**src/rtl/mod_updown_tcounter_pkg.sv**
```systemverilog
// -----------------------------------------------------------------------------
// mod_updown_tcounter_pkg
// Shared constants for the modulo-M up/down toggle counter.
//   MODE_WRAP / MODE_SAT : encoding of the 'mode' input
//   DIR_DOWN / DIR_UP    : encoding of the 'dir' input
//   step_e               : classification of what the counter does on an edge
// -----------------------------------------------------------------------------
package mod_updown_tcounter_pkg;

    localparam logic MODE_WRAP = 1'b0;
    localparam logic MODE_SAT  = 1'b1;

    localparam logic DIR_DOWN  = 1'b0;
    localparam logic DIR_UP    = 1'b1;

    // What a single enabled, non-load edge does to the count.
    typedef enum logic [1:0] {
        STEP_INC      = 2'd0,
        STEP_DEC      = 2'd1,
        STEP_BOUNDARY = 2'd2
    } step_e;

endpackage : mod_updown_tcounter_pkg

```
**src/rtl/mod_updown_tcounter_t_cell.sv**
```systemverilog
// -----------------------------------------------------------------------------
// t_cell
// One bit of the counter: a toggle flip-flop with synchronous clear and
// synchronous parallel load.
//   clk   : rising-edge clock
//   rst_n : synchronous active-low clear (highest priority)
//   t     : toggle enable
//   ld    : synchronous load (beats toggle)
//   d     : load value
//   q     : registered bit value
// -----------------------------------------------------------------------------
module t_cell (
    input  logic clk,
    input  logic rst_n,
    input  logic t,
    input  logic ld,
    input  logic d,
    output logic q
);

    logic bit_q;

    always_ff @(posedge clk) begin
        if (!rst_n) begin
            bit_q <= 1'b0;
        end else if (ld) begin
            bit_q <= d;
        end else if (t) begin
            bit_q <= ~bit_q;
        end
    end

    assign q = bit_q;

endmodule : t_cell

```
**src/rtl/mod_updown_tcounter.sv**
```systemverilog
// -----------------------------------------------------------------------------
// mod_updown_tcounter
// Parametrised modulo-MODULUS up/down counter built from WIDTH toggle cells.
// Supports direction, synchronous clamped parallel load, wrap or saturate at
// the range ends, a combinational terminal-count flag and a registered
// boundary-event pulse.
//   clk   : rising-edge clock
//   rst_n : synchronous active-low reset (beats load and en)
//   en    : count enable
//   dir   : 1 = up, 0 = down
//   mode  : 0 = wrap, 1 = saturate
//   load  : synchronous parallel load of din (clamped to MODULUS-1)
//   din   : load value
//   q     : registered count, always in 0..MODULUS-1
//   tc    : terminal count; next enabled edge is a boundary event
//   ovf   : one-cycle pulse registered on every boundary event
// -----------------------------------------------------------------------------
module mod_updown_tcounter
    import mod_updown_tcounter_pkg::*;
#(
    parameter int WIDTH   = 4,
    parameter int MODULUS = 10
) (
    input  logic             clk,
    input  logic             rst_n,
    input  logic             en,
    input  logic             dir,
    input  logic             mode,
    input  logic             load,
    input  logic [WIDTH-1:0] din,
    output logic [WIDTH-1:0] q,
    output logic             tc,
    output logic             ovf
);

    // Arithmetic is one bit wider than q so that MODULUS == 2**WIDTH and
    // q+1 at the top of the range are both representable without aliasing.
    localparam logic [WIDTH:0] MOD_EXT = (WIDTH+1)'(MODULUS);
    localparam logic [WIDTH:0] MAX_EXT = (WIDTH+1)'(MODULUS - 1);

    logic [WIDTH-1:0] cnt_q;
    logic [WIDTH:0]   cnt_ext;
    logic [WIDTH:0]   next_d;
    logic [WIDTH-1:0] toggle;
    logic [WIDTH-1:0] load_val;
    logic [WIDTH:0]   din_ext;
    logic             at_max;
    logic             at_min;
    step_e            step;
    logic             ovf_q;
    logic             ovf_d;

    // next_d never exceeds MODULUS-1, so its top bit is structurally zero.
    logic             unused_next_msb;

    assign cnt_ext = {1'b0, cnt_q};
    assign din_ext = {1'b0, din};
    assign at_max  = (cnt_ext == MAX_EXT);
    assign at_min  = (cnt_ext == '0);

    // Classify the edge, then derive the next count from it.
    always_comb begin
        step = STEP_INC;
        if (dir == DIR_UP) begin
            step = at_max ? STEP_BOUNDARY : STEP_INC;
        end else begin
            step = at_min ? STEP_BOUNDARY : STEP_DEC;
        end
    end

    always_comb begin
        next_d = cnt_ext;
        unique case (step)
            STEP_INC: next_d = cnt_ext + 1'b1;
            STEP_DEC: next_d = cnt_ext - 1'b1;
            STEP_BOUNDARY: begin
                if (mode == MODE_WRAP) begin
                    next_d = (dir == DIR_UP) ? '0 : MAX_EXT;
                end else begin
                    next_d = cnt_ext;
                end
            end
            default: next_d = cnt_ext;
        endcase
    end

    assign unused_next_msb = next_d[WIDTH];

    // A bit toggles exactly where the current and next values differ.
    assign toggle = en ? (cnt_q ^ next_d[WIDTH-1:0]) : '0;

    // Out-of-range load values are clamped to the top of the count range.
    always_comb begin
        load_val = din;
        if (din_ext >= MOD_EXT) begin
            load_val = MAX_EXT[WIDTH-1:0];
        end
    end

    genvar gi;
    generate
        for (gi = 0; gi < WIDTH; gi = gi + 1) begin : g_cell
            t_cell u_cell (
                .clk   (clk),
                .rst_n (rst_n),
                .t     (toggle[gi]),
                .ld    (load),
                .d     (load_val[gi]),
                .q     (cnt_q[gi])
            );
        end
    endgenerate

    // ovf fires on every enabled boundary edge, including saturated holds.
    assign ovf_d = ~load & en & (step == STEP_BOUNDARY);

    always_ff @(posedge clk) begin
        if (!rst_n) begin
            ovf_q <= 1'b0;
        end else begin
            ovf_q <= ovf_d;
        end
    end

    assign tc  = en & (((dir == DIR_UP) & at_max) | ((dir == DIR_DOWN) & at_min));
    assign q   = cnt_q;
    assign ovf = ovf_q;

endmodule : mod_updown_tcounter

```
**config.mk**
```make
export PLATFORM = sky130hd
export DESIGN_NAME = mod_updown_tcounter
export DESIGN_NICKNAME = d
export VERILOG_FILES = /design/src/rtl/mod_updown_tcounter_pkg.sv /design/src/rtl/mod_updown_tcounter_t_cell.sv /design/src/rtl/mod_updown_tcounter.sv
export SDC_FILE = /design/constraint.sdc
export NUM_CORES = 1
export LEC_CHECK = 0
export CELL_PAD_IN_SITES_DETAIL_PLACEMENT = 1
export CELL_PAD_IN_SITES_GLOBAL_PLACEMENT = 2
export CORE_UTILIZATION = 24
export DETAILED_ROUTE_END_ITERATION = 10
export PLACE_DENSITY = 0.75
export SYNTH_ARGS = -nofsm -noshare
export SYNTH_HDL_FRONTEND = slang
export SYNTH_SLANG_ARGS = --single-unit
```
**constraint.sdc**
```tcl
create_clock -name clk -period 2.3 [get_ports clk]
set_input_delay 0.345 -clock clk [delete_from_list [all_inputs] [get_ports clk]]
set_output_delay 0.345 -clock clk [all_outputs]
set_load 0.02 [all_outputs]
```
==> results.yml, run 1 <==
setup_path:
  critical_path.max_stage_delay_ns: 0.34
  crit_cells: 8
  cp_num_buf_inv: 0
  worst-r2r-cell-count: 8
  critPathMaxFanout: 4
  cp_cell_sequence: "nor3_2 > a21oi_2 > ha_1 > o21ai_0 > a211o_2 > o2111a_2 > mux2i_1 > a311o_1"
  critPathCapture: "g_cell[3].u_cell.q$_SDFFE_PN0P_"
  timing.critical_path.arrival_ns: 2.29
  critical_path_required_ns: 2.42
  timing.critical_path.max_delay_family: "compound AO/OA/AOI/OAI gates"
  endpoint_kind: "register"
  reg2reg_slack_ns: 0.13
  crit_start: "g_cell[2].u_cell.q$_SDFFE_PN0P_"
  crit_type: "register to register"
  critPathSlowestCell: "ha_1"
  critical_path.reg2reg.startpoint: "g_cell[2].u_cell.q$_SDFFE_PN0P_"
  regToRegEndpoint: "g_cell[3].u_cell.q$_SDFFE_PN0P_"
  startpoint_type: "register"
logic_synthesis:
  syn_avg_cell_area_sq_um: 8.04
  synth_area_leaders: "dfxtp_1 (20%), buf_4 (6.1%), ha_1 (5.1%)"
  main_combinational_cell_family_by_area_after_synthesis: "compound AO/OA/AOI/OAI gates"
  postSynthRegisterBits: 5
  synth-main-ff-cell: "dfxtp_1"
  ys_async_sr_fraction_pct: 0
  synth.yosys.seq_area_share_pct: 20.4
  post-synth-top-area-cell: "dfxtp_1"
  most_numerous_cell_types_in_the_synthesized_netlist: "nor2_1 (6), dfxtp_1 (5), o21ai_0 (5)"
  synth_edf_count: 0
  synthDistinctLibCells: 30
  total_number_of_yosys_warnings: 0
  yosysTopAreaCellShare_pct: 20.4
  yosys.area_share.simple_pct: 26.8
  synth_xor_xnor_area_share_pct: 1.79
  synth_compound_area_share_pct: 27.6
  muxShareOfSynthArea_pct: 2.04
  synth_fp_nets: 74
  synthAdderAreaFrac_pct: 9.18
  syn_area_sq_um: 490
  synth_most_common_cell: "nor2_1"
  syn_inst: 61
sta:
  fin_setup_tns_ns: 0
  hold_viol_final: 0
  setup_viol: 0
  worst_clock_skew_ns: 0.00461
  fin_crit_sh_pct: 94.2
  grt_setup_unrepaired: "no"
  maxSlewHeadroom_pct: 82.2
  timing_worst_slew_pin_value_ns: 0.266
  min_period_ns: 2.17
  setup_ws_ns: 0.132
  max_clock_freq_mhz: 461
  final-max-slew-violation-count: 0
cts:
  clkSinkCount: 5
  clock_transition_at_path_regs_ns: 0.05
  cts_max_path_buffers: 2
  clock-root-buffer: "clkbuf_4"
  number_of_h_tree_levels: 1
  cts_inserted_buffers: 3
  clk-insertion-delay-late_ns: 0.24
  cts_tree: "built"
place:
  gp_congestion: 0.787
  placement.setup.worst_slack_ns: -0.131
  detailed_place_hpwl_microns: 1100
  placement.io_buffers: 15
power:
  static-leakage-power_nw: 0.291
  power_switching_share_pct: 33.7
  comb_power_share_pct: 45.2
  internal_power_w: 0.000244
  ir_drop_mv: 0.196
  sequentialPowerShare_pct: 26.6
  powerDensity_nw_per_um2: 502
  netSwitchingPower_w: 0.000124
  power.clock.fraction_pct: 28.2
job:
  max_cap_viol: 0
floorplan:
  fp.dieH_microns: 47.2
  die_area_sq_um: 2230
  boundaryPins: 16
  core_sq_um: 1820
  chipWidth_microns: 47.2
  initial_core_utilization_pct: 26.9
  core.rowCount: 15
finish:
  syn_to_final_growth_pct: 49.5
  num_antenna_cells: 0
  layout-drive-gt1-share_pct: 25.3
  nets: 97
  layout.core_utilization_pct: 40.3
global_route:
  grt_pass1_wl_microns: 2320
  antenna_found_initial: 0
  grt.overflow.total: 0
  grt_pass1_vias: 544
  largest_net_degree_at_the_start_of_global_routing: 10
  globalRouteTotalUtil_pct: 15.6
drt:
  drtPass1Iterations: 4
  routed_via_density: 4.88
  vias: 527
  detail_route.wl_per_cell_microns: 13.1
  antenna_left: 0
  first_iter_violations: 7
  final_routed_drc_violation_total: 0
  drt_wl_total_microns: 1420
status:
  outcome: "finished clean"
worst_hold_path:
  hold_path_class: "register to register"
sequential cells by signal, indices dropped and copies added, names as in the netlist:
| name | flops |
|---|---|
| g_cell.u_cell.q | 4 |
| ovf | 1 |
stage by stage:
step	area [sq um]	std cells	power (W)	hold WS, ns
6_report	733	108	0.000368	0.775
5_1_grt	733	108	0.000395	0.814
4_1_cts	724	108	0.000374	0.787
3_5_place_dp	694	104	0.000263	0.779
3_3_place_gp	694	104	0.000258	0.745
2_1_floorplan	490	61	0.000194	0.467
area by class of cell:
| cell class | instances | area, sq um |
|---|---|---|
| inverter | 4 | 15.0 |
| tap | 25 | 31.3 |
| timing repair buffer | 24 | 216 |
| clock buffer | 4 | 26.3 |
| sequential | 5 | 100 |
| multi-input combinational | 46 | 344 |
| fill | 231 | 1090 |
cell usage in the layout, fill, tap and decap left out, types with 2 or more instances in the layout:
cell type        count
a211o_2              2
a21oi_1              3
and2_1               2
buf_4                9
clkbuf_4             3
clkdlybuf4s50_1     14
dfxtp_1              5
ha_1                 2
inv_1                4
nand2_1              2
nand3_1              2
nand3b_1             2
nand4_1              2
nor2_1               6
nor2b_1              2
nor3_2               2
o21ai_0              5
power groups by stage:
stage	clock (W)	sequential [W]	combinational, W
floorplan	0	0.000105	0.0000895
global placement	0	0.0000983	0.000160
detailed placement	0	0.0000990	0.000164
CTS	0.000111	0.0000973	0.000166
global route	0.000113	0.0000989	0.000183
finish	0.000104	0.0000979	0.000166
logic make-up after synthesis:
kind of cell / Yosys count
AND/OR/NAND/NOR: 23
AO/OA/AOI/OAI: 18
buffers and inverters: 10
flip-flops: 5
adder cells (fa/ha/maj): 3
XOR/XNOR: 1
multiplexers: 1
what timing repair did:
action	in CTS	in global routing
hold buffers	0	0
endpoints found under the hold margin	0	0
endpoints found under the setup margin	1	1
pin swaps	0	0
setup buffers	0	0
gates resized for setup	2	2
worst min path at each step:
stage,from,depth (start not counted),end
2_1_floorplan,rst_n,1,g_cell[1].u_cell.q$_SDFFE_PN0P_
3_3_place_gp,g_cell[0].u_cell.q$_SDFFE_PN0P_,3,g_cell[0].u_cell.q$_SDFFE_PN0P_
3_5_place_dp,g_cell[0].u_cell.q$_SDFFE_PN0P_,3,g_cell[0].u_cell.q$_SDFFE_PN0P_
4_1_cts,g_cell[0].u_cell.q$_SDFFE_PN0P_,3,g_cell[0].u_cell.q$_SDFFE_PN0P_
5_1_grt,g_cell[0].u_cell.q$_SDFFE_PN0P_,3,g_cell[0].u_cell.q$_SDFFE_PN0P_
6_report,g_cell[0].u_cell.q$_SDFFE_PN0P_,3,g_cell[0].u_cell.q$_SDFFE_PN0P_
worst min-delay path: stages (launching register included):
cell	delay, ns
dfxtp_1	0.31
buf_4	0.16
nor2_1	0.12
o311a_1	0.15
per-layer routing:
metal  global-route usage, %  wire (microns)  up-vias
met2                    27.2             668       16
met5                       0               0        -
li1                        -               -      264
met3                    2.69              72        2
met1                    17.1             661      245
met4                    10.3              14        0
(Power assumes the default switching activity.)
==> run 2: changes to the inputs <==
--- a/config.mk
+++ b/config.mk
@@ -5,6 +5,7 @@
 export SDC_FILE = /design/constraint.sdc
 export NUM_CORES = 1
 export LEC_CHECK = 0
+export ABC_CLOCK_PERIOD_IN_PS = 2300
 export CELL_PAD_IN_SITES_DETAIL_PLACEMENT = 1
 export CELL_PAD_IN_SITES_GLOBAL_PLACEMENT = 2
 export CORE_UTILIZATION = 24
==> results of run 2 <==
No change in the layout: final DEF, timing and power equal those of run 1.
==> run 3: changes to the inputs <==
--- a/config.mk
+++ b/config.mk
@@ -8,9 +8,10 @@
 export ABC_CLOCK_PERIOD_IN_PS = 2300
 export CELL_PAD_IN_SITES_DETAIL_PLACEMENT = 1
 export CELL_PAD_IN_SITES_GLOBAL_PLACEMENT = 2
-export CORE_UTILIZATION = 24
+export CORE_UTILIZATION = 32
 export DETAILED_ROUTE_END_ITERATION = 10
-export PLACE_DENSITY = 0.75
+export DONT_BUFFER_PORTS = 1
+export PLACE_DENSITY = 0.73
 export SYNTH_ARGS = -nofsm -noshare
 export SYNTH_HDL_FRONTEND = slang
 export SYNTH_SLANG_ARGS = --single-unit
==> results.yml, run 3 (synthesis gave the netlist of run 1 again) <==
setup_path:
  cp_num_buf_inv: 0
  reg2reg_slack_ns: 0.14
  critPathSlowestCell: "dfxtp_2"
  cp_cell_sequence: "nor3_2 > a21oi_2 > ha_1 > o21ai_0 > a211o_2 > o2111a_2 > mux2i_1 > a311o_1"
  critical_path.reg2reg.startpoint: "g_cell[3].u_cell.q$_SDFFE_PN0P_"
  timing.critical_path.max_delay_family: "compound AO/OA/AOI/OAI gates"
  critPathMaxFanout: 4
  regToRegEndpoint: "g_cell[3].u_cell.q$_SDFFE_PN0P_"
  critical_path_required_ns: 2.42
  startpoint_type: "register"
  critical_path.max_stage_delay_ns: 0.37
  worst-r2r-cell-count: 8
  timing.critical_path.arrival_ns: 2.29
  crit_type: "register to register"
  endpoint_kind: "register"
drt:
  detail_route.wl_per_cell_microns: 14.5
  antenna_left: 0
  final_routed_drc_violation_total: 0
  drt_wl_total_microns: 1180
  vias: 464
  first_iter_violations: 8
  routed_via_density: 5.73
  drtPass1Iterations: 4
sta:
  final-max-slew-violation-count: 0
  setup_viol: 0
  maxSlewHeadroom_pct: 74.4
  timing_worst_slew_pin_value_ns: 0.383
  worst_clock_skew_ns: 0.00346
  fin_setup_tns_ns: 0
  grt_setup_unrepaired: "no"
  min_period_ns: 2.16
  hold_viol_final: 0
  max_clock_freq_mhz: 462
  setup_ws_ns: 0.135
  fin_crit_sh_pct: 94.1
worst_hold_path:
  hold_path_class: "input port to register"
  timing.hold.worst_endpoint: "ovf$_SDFF_PN0_"
  holdCritStartpoint: "load"
  timing.hold.worst_path_depth: 1
finish:
  mostFrequentLayoutCell: "buf_4"
  syn_to_final_growth_pct: 12.8
  largest_register_ffs: 4
  num_antenna_cells: 0
  layout-drive-gt1-share_pct: 28.8
  most_frequent_cells_in_the_layout: "buf_4 (7), nor2_1 (6), o21ai_0 (5)"
  nets: 80
global_route:
  grt_pass1_wl_microns: 1790
  antenna_found_initial: 0
  largest_net_degree_at_the_start_of_global_routing: 10
  grt.overflow.total: 0
  globalRouteTotalUtil_pct: 16.7
  grt_pass1_vias: 431
floorplan:
  core.rowCount: 13
  fp.dieH_microns: 41.2
  die_area_sq_um: 1690
  core_sq_um: 1370
  boundaryPins: 16
  chipWidth_microns: 41.2
  initial_core_utilization_pct: 35.9
place:
  placement.io_buffers: 0
  gp_congestion: 0.605
  detailed_place_hpwl_microns: 950
  placement.setup.worst_slack_ns: 0.0423
power:
  powerDensity_nw_per_um2: 582
  ir_drop_mv: 0.254
  power_w: 0.000322
  static-leakage-power_nw: 0.220
job:
  max_cap_viol: 0
cts:
  clk-insertion-delay-late_ns: 0.24
  cts_inserted_buffers: 3
  holdBufCountCts: 0
  cts_max_path_buffers: 2
  clkSinkCount: 5
  cts_tree: "built"
  clock_transition_at_path_regs_ns: 0.04
  number_of_h_tree_levels: 1
  clock-root-buffer: "clkbuf_4"
status:
  outcome: "finished clean"
-- run 3: area by class of cell --
cell class / count / area [sq um]
fill: 173 / 813
sequential: 5 / 101
timing repair buffer: 7 / 52.6
clock buffer: 4 / 26.3
inverter: 4 / 15.0
multi-input combinational: 46 / 339
tap: 15 / 18.8
-- run 3: worst max path at each step --
| stage | from | end | cells after the start |
|---|---|---|---|
| global placement | g_cell[3].u_cell.q$_SDFFE_PN0P_ | g_cell[3].u_cell.q$_SDFFE_PN0P_ | 8 |
| CTS | g_cell[3].u_cell.q$_SDFFE_PN0P_ | g_cell[3].u_cell.q$_SDFFE_PN0P_ | 8 |
| finish | g_cell[3].u_cell.q$_SDFFE_PN0P_ | g_cell[3].u_cell.q$_SDFFE_PN0P_ | 8 |
| global route | g_cell[3].u_cell.q$_SDFFE_PN0P_ | g_cell[3].u_cell.q$_SDFFE_PN0P_ | 8 |
| detailed placement | g_cell[3].u_cell.q$_SDFFE_PN0P_ | g_cell[3].u_cell.q$_SDFFE_PN0P_ | 8 |
| floorplan | g_cell[2].u_cell.q$_SDFFE_PN0P_ | g_cell[3].u_cell.q$_SDFFE_PN0P_ | 8 |
-- run 3: what timing repair did --
item / 4_1_cts / 5_1_grt
setup endpoints to repair: 0 / 1
resized for setup: 0 / 3
setup buffers: 0 / 0
-- run 3: layer usage --
| metal | track usage (%) | routed length [microns] | vias to the layer above |
|---|---|---|---|
| met5 | 0 | 0 | - |
| met4 | 9.68 | 14 | 0 |
| met3 | 4.35 | 87 | 2 |
| met2 | 27.3 | 547 | 16 |
| met1 | 19.3 | 528 | 216 |
| li1 | - | - | 230 |
-- run 3: metrics by stage --
step / hold WS [ns] / area [sq um] / util (%) / instances
after floorplan: 0.467 / 490 / - / 61
after global placement: 0.425 / 517 / 37.8 / 77
after detailed placement: 0.428 / 517 / 37.8 / 77
after CTS: 0.174 / 543 / 39.7 / 81
after global routing: 0.170 / 553 / 40.5 / 81
final: 0.182 / 553 / 40.5 / 81
-- run 3: power breakdown --
part	switching, W	internal [W]	total [W]	leakage [nW]
clock	0.0000343	0.0000655	0.0000998	0.0150
combinational	0.0000626	0.0000569	0.000120	0.163
sequential	0.00000844	0.0000943	0.000103	0.0415
total	0.000105	0.000217	0.000322	0.220
